**config.mk**
```make
export PLATFORM = sky130hd
export DESIGN_NAME = expr_sequencer
export DESIGN_NICKNAME = d
export VERILOG_FILES = /design/src/rtl/expr_sequencer.sv
export SDC_FILE = /design/constraint.sdc
export NUM_CORES = 1
export LEC_CHECK = 0
export CORE_ASPECT_RATIO = 0.8
export CORE_MARGIN = 4
export CORE_UTILIZATION = 40
export DETAILED_ROUTE_END_ITERATION = 16
export MAX_ROUTING_LAYER = met4
export PLACE_DENSITY = 0.84
export SKIP_CTS_REPAIR_TIMING = 1
export SLEW_MARGIN = 20
export SYNTH_ARGS = -nofsm -noshare
export SYNTH_HDL_FRONTEND = slang
export SYNTH_SLANG_ARGS = --single-unit
```
**constraint.sdc**
```tcl
create_clock -name clk -period 3.3 [get_ports clk]
set_input_delay 0.33 -clock clk [delete_from_list [all_inputs] [get_ports clk]]
set_output_delay 0.33 -clock clk [all_outputs]
set_load 0.03 [all_outputs]
```
**src/rtl/expr_sequencer.sv**
```systemverilog
`timescale 1ns/1ps
`default_nettype none
// ============================================================================
// Module      : expr_sequencer
// Description : Left-to-right expression scheduler for a shared sign-magnitude
//               ALU. Accepts {operand, operator} terms over valid/ready, drives
//               the ALU operands, folds each ALU result into an accumulator and
//               holds the final value with neg/zero/dbz/trunc flags until ack.
// Ports       : clk, rst_n             - clock, async active-low reset
//               in_valid_i/in_ready_o  - term handshake
//               in_operand_i, in_op_i, in_last_i - term payload
//               alu_a_o, alu_b_o, alu_op_o       - to ALU
//               alu_result_i, alu_dbz_i          - from ALU (combinational)
//               res_valid_o/res_ack_i  - result handshake
//               result_o, flag_*_o     - final accumulator and flags
//               busy_o, term_count_o   - status
//               step_i                 - only with EXPR_SEQ_STEP_EN defined
// Options     : EXPR_SEQ_STEP_EN - EXEC waits for step_i=1 before completing
// Revision    : 1.0 - initial release
// ============================================================================
module expr_sequencer #(
  parameter int WIDTH     = 9,
  parameter int MAX_TERMS = 5
) (
  input  logic             clk,
  input  logic             rst_n,
  input  logic             in_valid_i,
  output logic             in_ready_o,
  input  logic [WIDTH-1:0] in_operand_i,
  input  logic [1:0]       in_op_i,
  input  logic             in_last_i,
  output logic [WIDTH-1:0] alu_a_o,
  output logic [WIDTH-1:0] alu_b_o,
  output logic [1:0]       alu_op_o,
  input  logic [WIDTH-1:0] alu_result_i,
  input  logic             alu_dbz_i,
  output logic             res_valid_o,
  input  logic             res_ack_i,
  output logic [WIDTH-1:0] result_o,
  output logic             flag_neg_o,
  output logic             flag_zero_o,
  output logic             flag_dbz_o,
  output logic             flag_trunc_o,
  output logic             busy_o,
`ifdef EXPR_SEQ_STEP_EN
  input  logic             step_i,
`endif
  output logic [2:0]       term_count_o
);

  typedef enum logic [2:0] {
    S_IDLE  = 3'd0,
    S_WAIT  = 3'd1,
    S_EXEC  = 3'd2,
    S_DRAIN = 3'd3,
    S_DONE  = 3'd4
  } state_t;

  localparam logic [2:0] c_MAX_TERMS = 3'(MAX_TERMS);

  state_t           state_q, state_d;
  logic [WIDTH-1:0] acc_q, acc_d;
  logic [WIDTH-1:0] alu_b_q, alu_b_d;
  logic [1:0]       alu_op_q, alu_op_d;
  logic             last_q, last_d;
  logic [2:0]       cnt_q, cnt_d;
  logic             neg_q, neg_d;
  logic             zero_q, zero_d;
  logic             dbz_q, dbz_d;
  logic             trunc_q, trunc_d;

  logic             w_xfer;
  logic             w_exec_go;

  // Magnitude-based decodes: negative zero reads as zero, never as negative.
  function automatic logic is_neg(input logic [WIDTH-1:0] v);
    return v[WIDTH-1] && (|v[WIDTH-2:0]);
  endfunction

  function automatic logic is_zero(input logic [WIDTH-1:0] v);
    return ~(|v[WIDTH-2:0]);
  endfunction

  assign in_ready_o = (state_q == S_IDLE) || (state_q == S_WAIT) || (state_q == S_DRAIN);
  assign w_xfer     = in_valid_i && in_ready_o;

`ifdef EXPR_SEQ_STEP_EN
  assign w_exec_go  = step_i;
`else
  assign w_exec_go  = 1'b1;
`endif

  always_comb begin
    state_d  = state_q;
    acc_d    = acc_q;
    alu_b_d  = alu_b_q;
    alu_op_d = alu_op_q;
    last_d   = last_q;
    cnt_d    = cnt_q;
    neg_d    = neg_q;
    zero_d   = zero_q;
    dbz_d    = dbz_q;
    trunc_d  = trunc_q;

    case (state_q)
      S_IDLE: begin
        if (w_xfer) begin
          acc_d   = in_operand_i;
          cnt_d   = 3'd1;
          neg_d   = is_neg(in_operand_i);
          zero_d  = is_zero(in_operand_i);
          dbz_d   = 1'b0;
          trunc_d = 1'b0;
          state_d = in_last_i ? S_DONE : S_WAIT;
        end
      end
      S_WAIT: begin
        if (w_xfer) begin
          alu_b_d  = in_operand_i;
          alu_op_d = in_op_i;
          last_d   = in_last_i;
          cnt_d    = cnt_q + 3'd1;
          state_d  = S_EXEC;
        end
      end
      S_EXEC: begin
        if (w_exec_go) begin
          if (alu_dbz_i) begin
            // Keep the pre-divide accumulator; remaining beats must be drained.
            dbz_d   = 1'b1;
            state_d = last_q ? S_DONE : S_DRAIN;
          end else begin
            acc_d  = alu_result_i;
            neg_d  = is_neg(alu_result_i);
            zero_d = is_zero(alu_result_i);
            if (last_q) begin
              state_d = S_DONE;
            end else if (cnt_q == c_MAX_TERMS) begin
              trunc_d = 1'b1;
              state_d = S_DRAIN;
            end else begin
              state_d = S_WAIT;
            end
          end
        end
      end
      S_DRAIN: begin
        if (w_xfer && in_last_i) begin
          state_d = S_DONE;
        end
      end
      S_DONE: begin
        if (res_ack_i) begin
          state_d = S_IDLE;
        end
      end
      default: state_d = S_IDLE;
    endcase
  end

  always_ff @(posedge clk or negedge rst_n) begin
    if (!rst_n) begin
      state_q  <= S_IDLE;
      acc_q    <= '0;
      alu_b_q  <= '0;
      alu_op_q <= 2'd0;
      last_q   <= 1'b0;
      cnt_q    <= 3'd0;
      neg_q    <= 1'b0;
      zero_q   <= 1'b0;
      dbz_q    <= 1'b0;
      trunc_q  <= 1'b0;
    end else begin
      state_q  <= state_d;
      acc_q    <= acc_d;
      alu_b_q  <= alu_b_d;
      alu_op_q <= alu_op_d;
      last_q   <= last_d;
      cnt_q    <= cnt_d;
      neg_q    <= neg_d;
      zero_q   <= zero_d;
      dbz_q    <= dbz_d;
      trunc_q  <= trunc_d;
    end
  end

  assign alu_a_o      = acc_q;
  assign alu_b_o      = alu_b_q;
  assign alu_op_o     = alu_op_q;
  assign res_valid_o  = (state_q == S_DONE);
  assign result_o     = acc_q;
  assign flag_neg_o   = neg_q;
  assign flag_zero_o  = zero_q;
  assign flag_dbz_o   = dbz_q;
  assign flag_trunc_o = trunc_q;
  assign busy_o       = (state_q != S_IDLE);
  assign term_count_o = cnt_q;

endmodule
`default_nettype wire

```
Word level (Yosys, flattened, before mapping)
Cells that the tools add are included.
W data, S select, Z words.
{"block": "classes", "addsub": 1, "eq_ne": 13, "n_mux": 29, "bitwise": 2, "n_reduce_logical": 18}
{"op": "$mux W3", "n": 10}
{"op": "$mux W9", "n": 2}
{"op": "$pmux W9 S2", "n": 1}
{"op": "$reduce_or A8 Y1", "n": 2}
{"op": "$pmux W3 S5", "n": 1}
{"op": "$ne A2 B2 Y1 const B", "n": 6}
{"op": "$mux W1", "n": 9}
{"op": "$reduce_and A3 Y1", "n": 3}
{"op": "$pmux W1 S2", "n": 4}
{"op": "$eq A3 B2 Y1 const B", "n": 2}
{"op": "$eq A3 B3 Y1 const B", "n": 2}
{"op": "$pmux W3 S2", "n": 1}
{"op": "$reduce_and A5 Y1", "n": 1}
{"op": "$logic_and A1 B1 Y1", "n": 4}
{"op": "$ne A2 B1 Y1 const B", "n": 2}
{"op": "$reduce_and A4 Y1", "n": 1}
{"op": "$reduce_bool A2 Y1", "n": 2}
{"op": "$add A3 B1 Y3 const B", "n": 1}
{"op": "$eq A3 B1 Y1 const B", "n": 1}
{"op": "$logic_not A3 Y1", "n": 1}
{"op": "$reduce_bool A3 Y1", "n": 1}
{"op": "$logic_or A1 B1 Y1", "n": 2}
{"op": "$mux W2", "n": 1}
{"op": "$not A1 Y1", "n": 2}
{"op": "$reduce_and A2 Y1", "n": 1}
{"block": "word_totals", "reg_bits": 31, "input_bits": 26, "out_inout_bits": 39, "word_cells": 73}

Depth between registers and ports, before layout
{"block": "logic_depth", "word_depth": 7, "mapped_depth": 6, "mapped_depth_nobuf": 5}

Worst setup path before layout
No wires, ideal clock.
{"block": "synth_timing", "kind": "reg2reg", "from": "register state_q[2]", "to": "register alu_b_q[2] (netlist: alu_b_o[2])", "setup_time_ns": 0.125, "t_arrival_ns": 1.536, "required_time_ns": 3.175, "slack_ns": 1.639, "stages_incl_launch_ff": 6, "cell_sequence": "dfrtp_1 -> or3b_1 -> buf_6 -> nor2_8 -> buf_12 -> mux2_2"}
{"block": "synth_between", "elab_chain_len": 5}
{"element": "from (decl)", "line_no": "61", "rtl": "state_t state_q, state_d;"}
{"element": "from (signal assigned)", "line_no": "174", "rtl": "state_q <= state_d;"}
{"element": "$eq A3 B1 Y1 or $logic_not A3 Y1 (tied branches)", "line_no": "84, 105"}
{"element": "$logic_or A1 B1 Y1 (2 in series)", "line_no": "84", "rtl": "assign in_ready_o = (state_q == S_IDLE) || (state_q == S_WAIT) || (state_q == S_DRAIN);"}
{"element": "$logic_and A1 B1 Y1", "line_no": "85", "rtl": "assign w_xfer = in_valid_i && in_ready_o;"}
{"element": "$reduce_and A2 Y1 (no source line) (*)"}
{"element": "to (signal assigned)", "line_no": "176", "rtl": "alu_b_q <= alu_b_d;"}
{"element": "to (decl)", "line_no": "63", "rtl": "logic [WIDTH-1:0] alu_b_q, alu_b_d;"}
Mark *: on every way between the ends. The rest lies on a longest branch, timed or not.
A chain may end at the register's enable or synchronous reset.

Worst setup path in the final report
{"block": "layout_timing", "from": "register state_q[0]", "to": "output in_ready_o"}
{"block": "layout_between", "elab_chain_len": 3}
{"element": "$eq A3 B1 Y1 or $logic_not A3 Y1 (tied branches)", "line_no": "84"}
{"element": "$logic_or A1 B1 Y1", "line_no": "84"}
{"element": "$logic_or A1 B1 Y1 (*)", "line_no": "84"}
{"element": "to (decl)", "line_no": "28", "rtl": "output logic in_ready_o,"}
Marks and branches as above.

==> impl_metrics.ini <==
[clock_tree]
cts_sinks = 31
clkLatencyLatePin_ns = 0.28
cts_buffers = 5
clockBufferDepth = 2
path_clk_slew_ns = 0.06
htreeDepth = 2
cts-root-buf = clkbuf_8
cts_tree = yes

[floorplan]
core_area_um2 = 3850
num_rows = 20
start_util = 0.419
dieArea_um2 = 5120
die_y_um = 64.8
die_w_um = 79.0
ios = 65

[sta]
layout_setup_ws_ns = 0.842
clock_skew_ns = 0.00613
fin_crit_sh = 0.745
worst_slew_pin_slew_ns = 0.761
setup_viol = 0
tns_ns = 0
final_hold_viol_count = 0
final_max_slew_viol_count = 0
fmax_ghz = 0.407
rsz0062_at_grt = false
relSlewSlack = 0.492
fin_crit_ns = 2.46

[flow_run]
drv_cap = 0

[yosys]
synth_area_per_cell_um2 = 11.4
ys.flop_type = dfrtp_1
synth_cell_types = 34
syn-instance-count = 142
netlist_area_um2 = 1610
seq_area_frac_synth = 0.481
synth-compound-area-share = 0.126
yosys.area_share.simple = 0.135
syn_nets = 170
synth_edf_count = 0
synthMuxAreaShare = 0.147
synthAdderAreaFrac = 0.0155
async_reset_ff_frac = 1.00
synth-xor-area-share = 0
synth_warnings = 0
synth_seq_cells = 31
synth_top_family_by_area = multiplexers

[placement]
post-place-ws_ns = 1.01
port_buffers = 64
dp_hpwl_um = 2740
place_congestion = 0.803

[route]
drt_wl_total_um = 3500
drt_iter0_markers = 68
wl_per_cell_um = 13.8
drtPass1Iterations = 4
drcViolationCount = 0
vias = 1224
avgViaCountPerCell = 4.82
drtAntennaViolNets = 0

[global_route]
grt_usage = 0.147
antenna_found_initial = 0
grt_overflow_total = 0
grt_pass1_wl_um = 5610
first_global_vias = 1157
grt_start_max_net_pins = 32

[cells_and_area]
drive_above_1_share = 0.161
layout_common_cells = 64 x clkdlybuf4s50_1, 31 x dfrtp_1, 21 x nand2_1
area_growth_pct = 40.8
n_antenna_cell = 0
fin_nets = 226
layout_commonest_cell = clkdlybuf4s50_1

[power_and_ir_drop]
pwr_density_cell_nw_per_um2 = 1060
vdd_drop_max_v = 0.000499
power.leakage_nw = 0.926

[outcome]
status = completed

[worst_setup_path]
cp-start-kind = flip-flop
crit_type = reg2out
required_ns = 2.97
endpoint_kind = primary output
arrival_ns = 2.13
path_max_fanout = 14

[hold_path]
hp-class = in2async
## metrics by stage
stage	hold WS, ns	utilization	std cells	total power, W	cell area, um2
2_1_floorplan	0.0344	-	142	0.00170	1610
3_3_place_gp	0.475	0.568	246	0.00212	2190
3_5_place_dp	0.482	0.568	246	0.00214	2190
4_1_cts	0.458	0.589	254	0.00243	2270
5_1_grt	0.474	0.589	254	0.00254	2270
6_report	0.446	0.589	254	0.00240	2270
## cell usage after synthesis (all sizes together) (2+ instances only)
| master | instances | share of area |
|---|---|---|
| nand3 | 3 | 0.0093 |
| nor4 | 4 | 0.016 |
| nor3 | 2 | 0.0093 |
| a21oi | 5 | 0.016 |
| o21ai | 16 | 0.064 |
| dfrtp | 31 | 0.48 |
| buf | 14 | 0.076 |
| mux2 | 13 | 0.091 |
| a32oi | 2 | 0.011 |
| mux2i | 9 | 0.056 |
| inv | 4 | 0.0093 |
| ha | 2 | 0.016 |
| nand2 | 21 | 0.049 |
| clkbuf | 2 | 0.011 |
| nor2 | 3 | 0.017 |
## cells by family (layout without fill, tap and decap cells)
kind of cell | after synthesis | count (layout)
AO/OA/AOI/OAI | 28 | 28
flip-flops | 31 | 31
AND/OR/NAND/NOR | 39 | 39
multiplexers | 22 | 22
adder cells (fa/ha/maj) | 2 | 2
buffers and inverters | 20 | 77
## final cells by class
cell class / count / area (um2)
fillers: 362 / 1580
flip-flops and latches: 31 / 776
multi-input cells: 91 / 682
repair buffers: 65 / 648
clock buffers: 7 / 76.3
well taps: 55 / 68.8
inverters: 4 / 15.0
clock inverters: 1 / 5.00
## sequential cells by signal, indices dropped and copies added (netlist names)
signal and count:
alu_b_o 9, flag_zero_o 1, flag_dbz_o 1, alu_a_o 9
state_q 3, flag_neg_o 1, term_count_o 3, alu_op_o 2
flag_trunc_o 1, last_q 1
## critical path, stage by stage, from the launching register on
cell and delay (ns):
dfrtp_1 0.66, inv_1 0.27, a21oi_1 0.22, clkdlybuf4s50_1 0.69
## where the power goes
part	leakage, nW	total (W)	switching (W)	internal, W
sequential	0.385	0.000711	0.000159	0.000552
combinational	0.500	0.00141	0.000793	0.000619
clock	0.0422	0.000278	0.000131	0.000148
## per-layer routing
metal,global-route usage,share of wire,up-vias
met5,-,0,-
met3,0.0347,0.057,5
li1,-,-,608
met4,0.0644,0.016,0
met1,0.191,0.46,569
met2,0.218,0.46,42
## worst paths after layout
path                                         from                           to  slack (ns)  cells after the start
max in group asynchronous                   rst_n  term_count_o[1]$_DFFE_PN0P_        2.57                      2
min reg2reg                flag_neg_o$_DFFE_PN0P_       flag_neg_o$_DFFE_PN0P_        0.48                      2
max                        state_q[0]$_DFFE_PN0P_                   in_ready_o        0.84                      3
max reg2reg                state_q[0]$_DFFE_PN0P_     flag_trunc_o$_DFFE_PN0P_        1.25                      4
min in group clk           flag_neg_o$_DFFE_PN0P_       flag_neg_o$_DFFE_PN0P_        0.48                      2
min                                         rst_n       alu_a_o[5]$_DFFE_PN0P_        0.45                      2
No activity file was read; power rests on OpenSTA's default activity.
